File: config.mk
export PLATFORM = sky130hd
export DESIGN_NAME = bsg_cache_nb_req_arbiter
export DESIGN_NICKNAME = d
export VERILOG_FILES = /design/src/rtl/bsg_cache_nb_pkg.sv /design/src/rtl/bsg_cache_nb_arb_out_ctr.sv /design/src/rtl/bsg_cache_nb_req_arbiter.sv
export SDC_FILE = /design/constraint.sdc
export NUM_CORES = 1
export LEC_CHECK = 0
export CORE_AREA = 2 2 147 149
export DETAILED_ROUTE_END_ITERATION = 10
export DIE_AREA = 0 0 149 151
export GPL_TIMING_DRIVEN = 0
export SLEW_MARGIN = 20
export SYNTH_ARGS = -nofsm -noshare
export SYNTH_HDL_FRONTEND = slang
export SYNTH_SLANG_ARGS = --single-unit
File: constraint.sdc
create_clock -name clk_i -period 3.4 [get_ports clk_i]
set_input_delay 0.34 -clock clk_i [delete_from_list [all_inputs] [get_ports clk_i]]
set_output_delay 0.34 -clock clk_i [all_outputs]
set_load 0.01 [all_outputs]
File: src/rtl/bsg_cache_nb_pkg.sv
// Shared types for the non-blocking cache and its request arbiter:
// opcode encoding, packet/id struct declaration macros, id helpers.

`ifndef BSG_SAFE_CLOG2
`define BSG_SAFE_CLOG2(x) (((x) == 1) ? 1 : $clog2(x))
`endif

`ifndef BSG_CACHE_NB_PKT_WIDTH
`define BSG_CACHE_NB_PKT_WIDTH(addr_width_mp, data_width_mp, id_width_mp) \
  (6 + (addr_width_mp) + (data_width_mp) + ((data_width_mp) >> 3) + (id_width_mp))
`endif

// Packet layout, MSB first: opcode, addr, data, mask, src_id.
`ifndef DECLARE_BSG_CACHE_NB_PKT_S
`define DECLARE_BSG_CACHE_NB_PKT_S(addr_width_mp, data_width_mp, id_width_mp, struct_name_mp) \
  typedef struct packed { \
    bsg_cache_nb_opcode_e                opcode; \
    logic [(addr_width_mp)-1:0]          addr; \
    logic [(data_width_mp)-1:0]          data; \
    logic [((data_width_mp) >> 3)-1:0]   mask; \
    logic [(id_width_mp)-1:0]            src_id; \
  } struct_name_mp
`endif

// Cache-side id: requester index sits directly above the requester id.
`ifndef DECLARE_BSG_CACHE_NB_ARB_ID_S
`define DECLARE_BSG_CACHE_NB_ARB_ID_S(id_width_mp, lg_req_mp) \
  typedef struct packed { \
    logic [(lg_req_mp)-1:0]  req_idx; \
    logic [(id_width_mp)-1:0] req_id; \
  } bsg_cache_nb_arb_id_s
`endif

package bsg_cache_nb_pkg;

  typedef enum logic [5:0] {
    e_cache_nb_lb     = 6'h00,
    e_cache_nb_lh     = 6'h01,
    e_cache_nb_lw     = 6'h02,
    e_cache_nb_ld     = 6'h03,
    e_cache_nb_sb     = 6'h08,
    e_cache_nb_sh     = 6'h09,
    e_cache_nb_sw     = 6'h0A,
    e_cache_nb_sd     = 6'h0B,
    e_cache_nb_tagst  = 6'h10,
    e_cache_nb_tagfl  = 6'h11,
    e_cache_nb_afl    = 6'h12,
    e_cache_nb_aflinv = 6'h13,
    e_cache_nb_ainv   = 6'h14,
    e_cache_nb_tagla  = 6'h15
  } bsg_cache_nb_opcode_e;

  // Requester index of a cache-side id: everything above the requester id.
  function automatic logic [31:0] bsg_cache_nb_arb_id_idx(input logic [63:0] id,
                                                          input int unsigned id_width);
    return 32'(id >> id_width);
  endfunction

endpackage

File: src/rtl/bsg_cache_nb_arb_out_ctr.sv
// Per-requester in-flight request counter. Counts up on acceptance,
// down on response; simultaneous up and down cancel. full_o marks the limit.

module bsg_cache_nb_arb_out_ctr #(
  parameter int max_p = 8,
  localparam int w_lp = $clog2(max_p + 1)
) (
  input  logic clk_i,
  input  logic reset_i,
  input  logic up_i,
  input  logic down_i,
  output logic full_o
);

  logic [w_lp-1:0] cnt_q, cnt_d;

  assign full_o = (cnt_q == w_lp'(max_p));

  // Next count: net change of +1, -1 or 0.
  always_comb begin
    cnt_d = cnt_q;
    if (up_i && !down_i)      cnt_d = cnt_q + w_lp'(1);
    else if (down_i && !up_i) cnt_d = cnt_q - w_lp'(1);
  end

  // Count register, cleared asynchronously.
  always_ff @(posedge clk_i or posedge reset_i) begin
    if (reset_i) cnt_q <= '0;
    else         cnt_q <= cnt_d;
  end

  // Overflow / underflow are protocol violations upstream.
  always_ff @(posedge clk_i) begin
    if (!reset_i) begin
      assert (!(up_i && !down_i && full_o));
      assert (!(down_i && !up_i && (cnt_q == '0)));
    end
  end

endmodule

File: src/rtl/bsg_cache_nb_req_arbiter.sv
// Shares one non-blocking cache among num_req_p requesters. Round-robin
// grant with locking while the cache stalls, requester index prepended to
// the id, responses steered back by that index, per-requester in-flight cap.
//
// Handshakes: a packet is offered with v_o and transferred in the cycle the
// consumer raises yumi_i (yumi may only be asserted while valid is high);
// once offered, the packet is held unchanged until transferred. The same
// valid/yumi rule applies to req_v_i/req_yumi_o, v_i/yumi_o and
// req_v_o/req_yumi_i.

module bsg_cache_nb_req_arbiter
  import bsg_cache_nb_pkg::*;
#(
  parameter int num_req_p          = 2,
  parameter int cache_addr_width_p = 28,
  parameter int data_width_p       = 32,
  parameter int id_width_p         = 17,
  parameter int max_out_p          = 8,
  localparam int lg_req_lp         = `BSG_SAFE_CLOG2(num_req_p),
  localparam int cache_id_width_lp = id_width_p + lg_req_lp,
  localparam int req_pkt_w_lp      = `BSG_CACHE_NB_PKT_WIDTH(cache_addr_width_p, data_width_p, id_width_p),
  localparam int cache_pkt_w_lp    = `BSG_CACHE_NB_PKT_WIDTH(cache_addr_width_p, data_width_p, cache_id_width_lp)
) (
  input  logic                                clk_i,
  input  logic                                reset_i,
  input  logic [num_req_p*req_pkt_w_lp-1:0]   req_pkt_i,
  input  logic [num_req_p-1:0]                req_v_i,
  output logic [num_req_p-1:0]                req_yumi_o,
  output logic [data_width_p-1:0]             req_data_o,
  output logic [id_width_p-1:0]               req_id_o,
  output logic [num_req_p-1:0]                req_v_o,
  input  logic [num_req_p-1:0]                req_yumi_i,
  output logic [cache_pkt_w_lp-1:0]           cache_pkt_o,
  output logic                                v_o,
  input  logic                                yumi_i,
  input  logic [data_width_p-1:0]             data_i,
  input  logic [cache_id_width_lp-1:0]        id_i,
  input  logic                                v_i,
  output logic                                yumi_o
);

  `DECLARE_BSG_CACHE_NB_PKT_S(cache_addr_width_p, data_width_p, id_width_p, bsg_cache_nb_req_pkt_s);
  `DECLARE_BSG_CACHE_NB_PKT_S(cache_addr_width_p, data_width_p, cache_id_width_lp, bsg_cache_nb_cache_pkt_s);
  `DECLARE_BSG_CACHE_NB_ARB_ID_S(id_width_p, lg_req_lp);

  // Index-addressable vectors are padded to a power of two so that an
  // lg_req_lp-bit index always selects within range.
  localparam int pad_lp = 1 << lg_req_lp;

  bsg_cache_nb_req_pkt_s [num_req_p-1:0] req_pkt;
  bsg_cache_nb_req_pkt_s                 gnt_pkt;
  bsg_cache_nb_cache_pkt_s               cache_pkt;
  bsg_cache_nb_arb_id_s                  src_id;

  logic [lg_req_lp-1:0] rr_ptr_q, rr_ptr_d;
  logic                 lock_q, lock_d;
  logic [lg_req_lp-1:0] lock_idx_q, lock_idx_d;

  logic [num_req_p-1:0] full;
  logic [pad_lp-1:0]    elig;
  logic [pad_lp-1:0]    gnt_yumi;
  logic [pad_lp-1:0]    rsp_v;
  logic [pad_lp-1:0]    rsp_yumi;
  logic [lg_req_lp:0]   scan_idx;
  logic [lg_req_lp-1:0] grant;
  logic                 found;
  logic                 accept;
  logic [lg_req_lp-1:0] ridx;
  logic                 ridx_legal;
  logic                 rsp_done;

  assign req_pkt = req_pkt_i;

  // Round-robin scan from rr_ptr_q; a held lock overrides the scan.
  always_comb begin
    elig                  = '0;
    elig[num_req_p-1:0]   = req_v_i & ~full;
    grant                 = '0;
    found                 = 1'b0;
    scan_idx              = '0;
    for (int i = 0; i < num_req_p; i++) begin
      scan_idx = {1'b0, rr_ptr_q} + (lg_req_lp+1)'(i);
      if (scan_idx >= (lg_req_lp+1)'(num_req_p)) scan_idx = scan_idx - (lg_req_lp+1)'(num_req_p);
      if (!found && elig[scan_idx[lg_req_lp-1:0]]) begin
        found = 1'b1;
        grant = scan_idx[lg_req_lp-1:0];
      end
    end
    if (lock_q) grant = lock_idx_q;
  end

  assign v_o    = (lock_q | found) & ~reset_i;
  assign accept = v_o & yumi_i;

  // Forward the granted packet, tagging its id with the requester index.
  always_comb begin
    gnt_pkt          = req_pkt[grant];
    src_id.req_idx   = grant;
    src_id.req_id    = gnt_pkt.src_id;
    cache_pkt.opcode = gnt_pkt.opcode;
    cache_pkt.addr   = gnt_pkt.addr;
    cache_pkt.data   = gnt_pkt.data;
    cache_pkt.mask   = gnt_pkt.mask;
    cache_pkt.src_id = src_id;
    gnt_yumi         = '0;
    if (accept) gnt_yumi[grant] = 1'b1;
  end

  assign cache_pkt_o = cache_pkt;
  assign req_yumi_o  = gnt_yumi[num_req_p-1:0];

  // Lock on a stalled offer; advance the pointer past each accepted requester.
  always_comb begin
    lock_d     = lock_q;
    lock_idx_d = lock_idx_q;
    rr_ptr_d   = rr_ptr_q;
    if (accept) begin
      lock_d   = 1'b0;
      rr_ptr_d = (grant == lg_req_lp'(num_req_p - 1)) ? '0 : grant + lg_req_lp'(1);
    end else if (v_o) begin
      lock_d     = 1'b1;
      lock_idx_d = grant;
    end
  end

  // Arbitration state registers.
  always_ff @(posedge clk_i or posedge reset_i) begin
    if (reset_i) begin
      rr_ptr_q   <= '0;
      lock_q     <= 1'b0;
      lock_idx_q <= '0;
    end else begin
      rr_ptr_q   <= rr_ptr_d;
      lock_q     <= lock_d;
      lock_idx_q <= lock_idx_d;
    end
  end

  // Response steering by the index field of the returned id.
  assign ridx       = lg_req_lp'(bsg_cache_nb_arb_id_idx(64'(id_i), id_width_p));
  assign ridx_legal = ({1'b0, ridx} < (lg_req_lp+1)'(num_req_p));
  assign req_data_o = data_i;
  assign req_id_o   = id_i[id_width_p-1:0];

  // One-hot response valid; an out-of-range index is swallowed.
  always_comb begin
    rsp_v                    = '0;
    rsp_yumi                 = '0;
    rsp_yumi[num_req_p-1:0]  = req_yumi_i;
    if (v_i && !reset_i && ridx_legal) rsp_v[ridx] = 1'b1;
    yumi_o = v_i & ~reset_i & (ridx_legal ? rsp_yumi[ridx] : 1'b1);
  end

  assign req_v_o  = rsp_v[num_req_p-1:0];
  assign rsp_done = yumi_o & ridx_legal;

  // An index the cache never received from us means a corrupted id.
  always_ff @(posedge clk_i) begin
    if (!reset_i && v_i) assert (ridx_legal);
  end

  for (genvar k = 0; k < num_req_p; k++) begin : g_ctr
    bsg_cache_nb_arb_out_ctr #(.max_p(max_out_p)) ctr (
      .clk_i   (clk_i),
      .reset_i (reset_i),
      .up_i    (accept && (grant == lg_req_lp'(k))),
      .down_i  (rsp_done && (ridx == lg_req_lp'(k))),
      .full_o  (full[k])
    );
  end

endmodule

### After elaboration in Yosys (flattened, before gate mapping)

Cells that the tools add are included.

* register bits after elaboration: 11
* input bits: 232
* output and inout port bits: 143
* logic and storage cells: 84

* $add $sub $neg: 8
* $lt $le $gt $ge: 8
* equality and inequality tests: 2
* mux-type cells: 28
* bitwise gates (word level): 11
* reductions and logical operators: 22

Operators with widths (number)
* 2-to-1 mux 87 bit: 2
* 2-to-1 mux 1 bit: 18
* 2-to-1 mux 4 bit: 4
* logical AND 1 bit: 12
* adder 4 x 1 -> 4 bit (second input constant): 2
* == test 4 bit (second input constant): 2
* < comparator 1 x 2 -> 1 bit (second input constant): 4
* subtractor 4 x 1 -> 4 bit (second input constant): 2
* logical NOT 1 bit: 6
* nonzero test 2 bit: 3
* bitwise AND 1 bit: 4
* 2-to-1 mux 2 bit: 2
* inverter 1 bit: 4
* adder 1 x 1 -> 2 bit (second input constant): 1
* bitwise AND 2 bit: 1
* demux 1 bit (select 1 bit): 2
* greater-or-equal comparator 1 bit (second input constant): 2
* greater-or-equal comparator 1 x 2 -> 1 bit (second input constant): 1
* greater-or-equal comparator 2 bit (second input constant): 1
* inverter 2 bit: 1
* AND reduction 2 bit: 1
* subtractor 1 bit (second input constant): 2
* adder 1 bit (second input constant): 1
* bitwise OR 1 bit: 1

### Depth between registers and ports, before layout

* depth in word-level cells: 17
* mapped depth: 13
* gate-level depth less buffers: 11

### Hierarchy

From an unflattened synthesis, not the netlist that was laid out.

* cell total of the unflattened synthesis: 237
* area, all modules: 2766.4 um^2

Modules (own cells, without submodules)
* bsg_cache_nb_req_arbiter: times used 1, cells an instance 177, area each 2125.8 um^2, sequential area each 75.1 um^2
* bsg_cache_nb_arb_out_ctr: times used 2, cells an instance 30, area each 320.3 um^2, sequential area each 100.1 um^2

### Least setup slack after synthesis

OpenSTA, ideal clock, no wires.

* kind: flip-flop to flip-flop
* from: reg g_ctr[0].ctr.cnt_q[0]
* to: reg g_ctr[1].ctr.cnt_q[3]
* setup time: 123 ps
* arrival: 2902 ps
* required time: 3277 ps
* slack: 376 ps
* stages on the path, launching flop included: 14
* buffers on the path: 2
* clock period less this slack: 3024 ps
* cell sequence: dfrtp_1 or4b_1 nand3b_1 a41oi_4 buf_6 buf_6 nor2_1 ha_1 inv_1 ha_1 a21oi_1 and3_1 o21bai_1 xnor2_1

* cells in the longest elaborated chain, start to end: 16
* elaborated cells between the ends (all ways): 23
* those cells by class: eq/ne: 1; mux: 10; bitwise: 5; reduce/logical: 7

RTL lines
* start, declared: RTL line bsg_cache_nb_arb_out_ctr.sv:15 `logic [w_lp-1:0] cnt_q, cnt_d;`
* start signal, assigned: RTL line bsg_cache_nb_arb_out_ctr.sv:29 `else cnt_q <= cnt_d;`
* == test 4 bit *: RTL line bsg_cache_nb_arb_out_ctr.sv:17 `assign full_o = (cnt_q == w_lp'(max_p));`
* inverter 2 bit *: RTL line bsg_cache_nb_req_arbiter.sv:77 `elig[num_req_p-1:0] = req_v_i & ~full;`
* bitwise AND 2 bit *: RTL line bsg_cache_nb_req_arbiter.sv:77
* 2-to-1 mux 1 bit (implied by the code) (2 in a row): RTL line bsg_cache_nb_req_arbiter.sv:84 `if (!found && elig[scan_idx[lg_req_lp-1:0]]) begin`
* 2-to-1 mux 1 bit: RTL line bsg_cache_nb_req_arbiter.sv:84
* logical NOT 1 bit: RTL line bsg_cache_nb_req_arbiter.sv:84
* logical AND 1 bit: RTL line bsg_cache_nb_req_arbiter.sv:84
* 2-to-1 mux 1 bit: RTL line bsg_cache_nb_req_arbiter.sv:84
* bitwise OR 1 bit: RTL line bsg_cache_nb_req_arbiter.sv:92 `assign v_o = (lock_q | found) & ~reset_i;`
* bitwise AND 1 bit: RTL line bsg_cache_nb_req_arbiter.sv:92
* bitwise AND 1 bit: RTL line bsg_cache_nb_req_arbiter.sv:93 `assign accept = v_o & yumi_i;`
* logical AND 1 bit *: RTL line bsg_cache_nb_req_arbiter.sv:166 `.up_i (accept && (grant == lg_req_lp'(k))),`
* logical NOT 1 bit: RTL line bsg_cache_nb_arb_out_ctr.sv:23 `else if (down_i && !up_i) cnt_d = cnt_q - w_lp'(1);`
* logical AND 1 bit: RTL line bsg_cache_nb_arb_out_ctr.sv:23
* nonzero test 2 bit (no source line)
* end signal, assigned: RTL line bsg_cache_nb_arb_out_ctr.sv:29
* end, declared: RTL line bsg_cache_nb_arb_out_ctr.sv:15

Every way passes the cells marked *; elsewhere a longest branch is shown, timed or not. The select of a mux whose other input is x is not followed.
A chain may end at the register's enable or synchronous reset.

### Worst setup path after layout

* from: reg g_ctr[1].ctr.cnt_q[0]
* to: out cache_pkt_o[22]

* cells in the longest elaborated chain, start to end: 12
* elaborated cells between the ends (all ways): 15
* those cells by class: eq/ne: 1; mux: 10; bitwise: 2; reduce/logical: 2

RTL lines
* == test 4 bit *: RTL line bsg_cache_nb_arb_out_ctr.sv:17
* inverter 2 bit *: RTL line bsg_cache_nb_req_arbiter.sv:77
* bitwise AND 2 bit *: RTL line bsg_cache_nb_req_arbiter.sv:77
* 2-to-1 mux 1 bit (implied by the code) (2 in a row): RTL line bsg_cache_nb_req_arbiter.sv:84
* 2-to-1 mux 1 bit: RTL line bsg_cache_nb_req_arbiter.sv:84
* logical NOT 1 bit: RTL line bsg_cache_nb_req_arbiter.sv:84
* logical AND 1 bit: RTL line bsg_cache_nb_req_arbiter.sv:84
* 2-to-1 mux 1 bit *: RTL line bsg_cache_nb_req_arbiter.sv:84
* 2-to-1 mux 1 bit *: RTL line bsg_cache_nb_req_arbiter.sv:89 `if (lock_q) grant = lock_idx_q;`
* 2-to-1 mux 87 bit (implied by the code) * (2 in a row): RTL line bsg_cache_nb_req_arbiter.sv:97 `gnt_pkt = req_pkt[grant];`
* end, declared: RTL line bsg_cache_nb_req_arbiter.sv:33 `output logic [cache_pkt_w_lp-1:0] cache_pkt_o,`

Marked as above.

==> results.txt <==
* Final weighted congestion in routability-driven placement: 0.765
- Worst ir drop on vdd: 184 µV
- Global routing met1 resource utilization: 0.120
- In the final routed layout, each cell accounts on average for 15.0 µm.
* Critical Path Source: g_ctr[1].ctr.cnt_q[0]
* Synth top area share: 0.412
- Number of top-level pins: 375
- Initial core utilization: 0.106
* Clock sinks: 11
- Netlist area before placement: 2210 µm²
- Ranked by total cell area, the synthesized netlist is headed by sky130_fd_sc_hd__mux2_2, sky130_fd_sc_hd__buf_4, sky130_fd_sc_hd__dfrtp_1.
* Syn_nets: 462
- In this run the worst path has a maximum fanout of 10.
- The die is 151 µm tall.
- Fraction of final layout cells sized beyond drive strength 1: 0.286
* RSZ-0062 raised after global routing: false
* Vias after detailed routing: 2895
* Post-layout net count: 796
- Buffers inserted during clock tree synthesis total 3.
- Dividing the final minimum period by the clock period gives 0.958.
* Start point of the worst hold path: g_ctr[1].ctr.cnt_q[3]
* WHS: 0.462 ns
- The first routing iteration left 27 violations.
- Total global routing overflow: 0
- Path type of the worst min-delay path: reg2reg
* IO buf count: 325
* Library cells used by synthesis: 28
* Top cell type by total area after synthesis: sky130_fd_sc_hd__mux2_2
- Worst-Skew Late Latency: 0.23 ns
* Area growth, synth to finish: 168%
* Number of antenna violations at the first check in global routing: 1
* Count of max-cap constraint violations: 0
* Half-perimeter wire length after detailed placement: 11200 µm
* CP cell instances: or4b_4 > a41oi_4 > buf_12 > buf_4 > buf_6 > mux2_2 > clkdlybuf4s50_1
- The startpoint identified for the worst register-to-register timing path is g_ctr[0].ctr.cnt_q[0].
- Layout filler cell count: 2244
* Leakage Power: 2.34 nW
* Met2 layer usage reported by global route: 0.171
* Area of the core: 20800 µm²
- Maximum buffer depth of the clock tree: 2
- Post-CTS clock slew at the launch and capture registers of the worst setup and hold paths: 0.04 ns
* DR vias/cell: 3.49
- 1st-pass router iterations: 3
* Count of warnings emitted by yosys: 0
- Met3 Resource Use GR: 0.0256
- Sequential-to-total area share from yosys stat: 0.124
* Cell area power density: 450 nW/µm²
* Total wire length after detailed routing: 12500 µm
* Via count of the first global-routing pass: 3031
* Kind of critical path: reg2out
- The finished cells cover 5940 µm².
* GRT busiest layer: met2
- Among cell families on the critical path, the largest total delay comes from buffers and inverters.
- The run finished with clean final reports.
- Total power consumption of the routed design: 2.67 mW
* Antenna fix cells: 0
- In this run the number of H-tree levels came out at 1.
- Counting flops and latches in the post-synthesis netlist gives 11.
* ANT nets after route: 0
- Syn avg cell area: 9.98 µm²
- Biggest cell delay along the critical path: 0.61 ns
* Detailed-route DRC error count: 0
- Buf/Inv on CP: 4
* Final Setup Violations: 0
* Pin count of the biggest net entering global routing: 14
* Count of mapped cells out of synthesis: 222
- The worst setup path is captured at a primary output.
- Tmin final: 3.26 ns
* Final worst setup slack: 0.143 ns
- At the worst endpoint, the arrival time is 2.92 ns.
- Wire length of the first global-routing pass: 16600 µm
- Full die area: 22500 µm²
- Worst clock skew on the final layout: 0.00277 ns
- In this run the cell area measured after placement is 5810 µm².
- After clock tree synthesis, the flow added hold-fix buffers numbering 0.
* Root buf cell: sky130_fd_sc_hd__clkbuf_16
- Die X-Extent: 149 µm
- Number of endpoints with negative hold slack in the final report: 0
- The floorplan has 53 rows.
* Transition at the pin with the smallest max-transition slack: 0.483 ns
* Critical path launch point type: flip-flop
- TritonCTS built the clock tree.
* Rel. slew slack: 0.678
* Peak Freq: 307 MHz
- Worst Setup Slack post-DPL: -0.0187 ns
- For the worst setup path, the data required time is 3.06 ns.
- The slowest stage of the critical path is the sky130_fd_sc_hd__or4b_4 cell.
- The final max-slew violation count was 0.
- Overall fraction of global-route tracks in use: 0.0958
[worst paths after layout]
path / cells past startpoint / slack (ns) / endpoint
worst max-delay path: 7 / 0.14 / cache_pkt_o[22]
worst min-delay path: 1 / 0.46 / g_ctr[1].ctr.cnt_q[3]
worst max register to register: 14 / 0.24 / g_ctr[1].ctr.cnt_q[3]
worst min register to register: 1 / 0.46 / g_ctr[1].ctr.cnt_q[3]
max in group asynchronous: 2 / 2.47 / g_ctr[1].ctr.cnt_q[3]
min in group asynchronous: 2 / 0.60 / lock_q
[state kept, by name (all words and copies together) (netlist names)]
name,flops
g_ctr.ctr.cnt_q,8
lock_idx_q,1
lock_q,1
rr_ptr_q,1
[cells by family (layout without fill, tap and decap cells)]
logic type	Yosys count	after routing	share of synthesized area
simple gates	27	27	0.0655
flops	11	11	0.124
compound gates	17	17	0.0565
xor+xnor	6	6	0.0237
buf+inv	64	397	0.212
mux	89	89	0.466
fa+ha+maj	8	8	0.0520
[cell type report]
cell class | count | area (µm²) | area share
multi-input combinational | 147 | 1480 | 0.248
tap | 275 | 344 | 0.0579
buffer | 59 | 454 | 0.0764
sequential | 11 | 275 | 0.0463
timing repair buffer | 329 | 3300 | 0.555
inverter | 5 | 18.8 | 0.00316
clock buffer | 4 | 78.8 | 0.0133
[cells in the mapped netlist]
library cell and count:
sky130_fd_sc_hd__o21ai_0 2, sky130_fd_sc_hd__inv_1 5, sky130_fd_sc_hd__or4b_4 1, sky130_fd_sc_hd__a21oi_1 5
sky130_fd_sc_hd__or4b_1 1, sky130_fd_sc_hd__ha_1 6, sky130_fd_sc_hd__xnor2_1 6, sky130_fd_sc_hd__nand2_1 9
sky130_fd_sc_hd__a221oi_1 1, sky130_fd_sc_hd__and2_1 2, sky130_fd_sc_hd__nor3_1 1, sky130_fd_sc_hd__buf_6 2
sky130_fd_sc_hd__nor3b_1 1, sky130_fd_sc_hd__fa_1 2, sky130_fd_sc_hd__nor2b_1 1, sky130_fd_sc_hd__a21o_1 1
sky130_fd_sc_hd__nand3_1 3, sky130_fd_sc_hd__and3_1 3, sky130_fd_sc_hd__nor2_1 4, sky130_fd_sc_hd__nand3b_1 1
sky130_fd_sc_hd__dfrtp_1 11, sky130_fd_sc_hd__mux2_4 8, sky130_fd_sc_hd__buf_4 57, sky130_fd_sc_hd__a41oi_4 1
sky130_fd_sc_hd__o22ai_1 1, sky130_fd_sc_hd__a31oi_1 4, sky130_fd_sc_hd__o21bai_1 2, sky130_fd_sc_hd__mux2_2 81
[repair_timing]
item,in CTS,in global routing
resized for setup,1,2
hold endpoints to repair,0,0
endpoints found under the setup margin,4,26
setup buffers,2,2
pin swaps,1,1
[power breakdown]
group | switching, mW | internal (mW) | leakage, nW
Sequential | 0.0707 | 0.195 | 0.130
Clock | 0.0552 | 0.157 | 0.0382
Combinational | 0.822 | 1.37 | 2.17
Total | 0.948 | 1.73 | 2.34
[metal layers]
| layer | wire length (µm) | share of wire |
|---|---|---|
| met1 | 4790 | 0.38 |
| met2 | 6550 | 0.53 |
| met3 | 1080 | 0.086 |
| met4 | 30 | 0.0024 |
| met5 | 13 | 0.0010 |
[worst reg2reg max path: stages (launching register included)]
cell,delay (ns)
sky130_fd_sc_hd__dfrtp_1,0.44
sky130_fd_sc_hd__or4b_4,0.59
sky130_fd_sc_hd__nand3b_1,0.15
sky130_fd_sc_hd__a41oi_4,0.14
sky130_fd_sc_hd__buf_12,0.17
sky130_fd_sc_hd__buf_6,0.13
sky130_fd_sc_hd__buf_6,0.15
sky130_fd_sc_hd__nor2_2,0.15
sky130_fd_sc_hd__ha_1,0.16
sky130_fd_sc_hd__inv_1,0.09
sky130_fd_sc_hd__ha_1,0.34
sky130_fd_sc_hd__a21oi_1,0.18
sky130_fd_sc_hd__and3_1,0.17
sky130_fd_sc_hd__o21bai_1,0.07
sky130_fd_sc_hd__xnor2_1,0.13
[metrics by stage]
step                      std cells  TNS [ns]  utilization
after floorplan                 222         0            -
after global placement          822   -0.0322        0.279
after detailed placement        822   -0.0187        0.279
after CTS                       828  -0.00903        0.284
after global routing            830         0        0.285
final                           830         0        0.285
[cells in the final DEF, fill, tap and decap left out]
cell	instances
sky130_fd_sc_hd__a21o_1	1
sky130_fd_sc_hd__a21oi_1	5
sky130_fd_sc_hd__a221oi_1	1
sky130_fd_sc_hd__a31oi_1	4
sky130_fd_sc_hd__a41oi_4	1
sky130_fd_sc_hd__and2_1	2
sky130_fd_sc_hd__and3_1	3
sky130_fd_sc_hd__buf_12	1
sky130_fd_sc_hd__buf_4	59
sky130_fd_sc_hd__buf_6	3
sky130_fd_sc_hd__clkbuf_1	1
sky130_fd_sc_hd__clkbuf_16	3
sky130_fd_sc_hd__clkdlybuf4s50_1	325
sky130_fd_sc_hd__dfrtp_1	11
sky130_fd_sc_hd__fa_1	2
sky130_fd_sc_hd__ha_1	6
sky130_fd_sc_hd__inv_1	5
sky130_fd_sc_hd__mux2_2	81
sky130_fd_sc_hd__mux2_4	8
sky130_fd_sc_hd__nand2_1	9
sky130_fd_sc_hd__nand3_1	3
sky130_fd_sc_hd__nand3b_1	1
sky130_fd_sc_hd__nor2_1	3
sky130_fd_sc_hd__nor2_2	1
sky130_fd_sc_hd__nor2b_1	1
sky130_fd_sc_hd__nor3_1	1
sky130_fd_sc_hd__nor3b_1	1
sky130_fd_sc_hd__o21ai_0	2
sky130_fd_sc_hd__o21bai_1	2
sky130_fd_sc_hd__o22ai_1	1
sky130_fd_sc_hd__or4b_4	2
sky130_fd_sc_hd__xnor2_1	6
(Power assumes the default switching activity.)
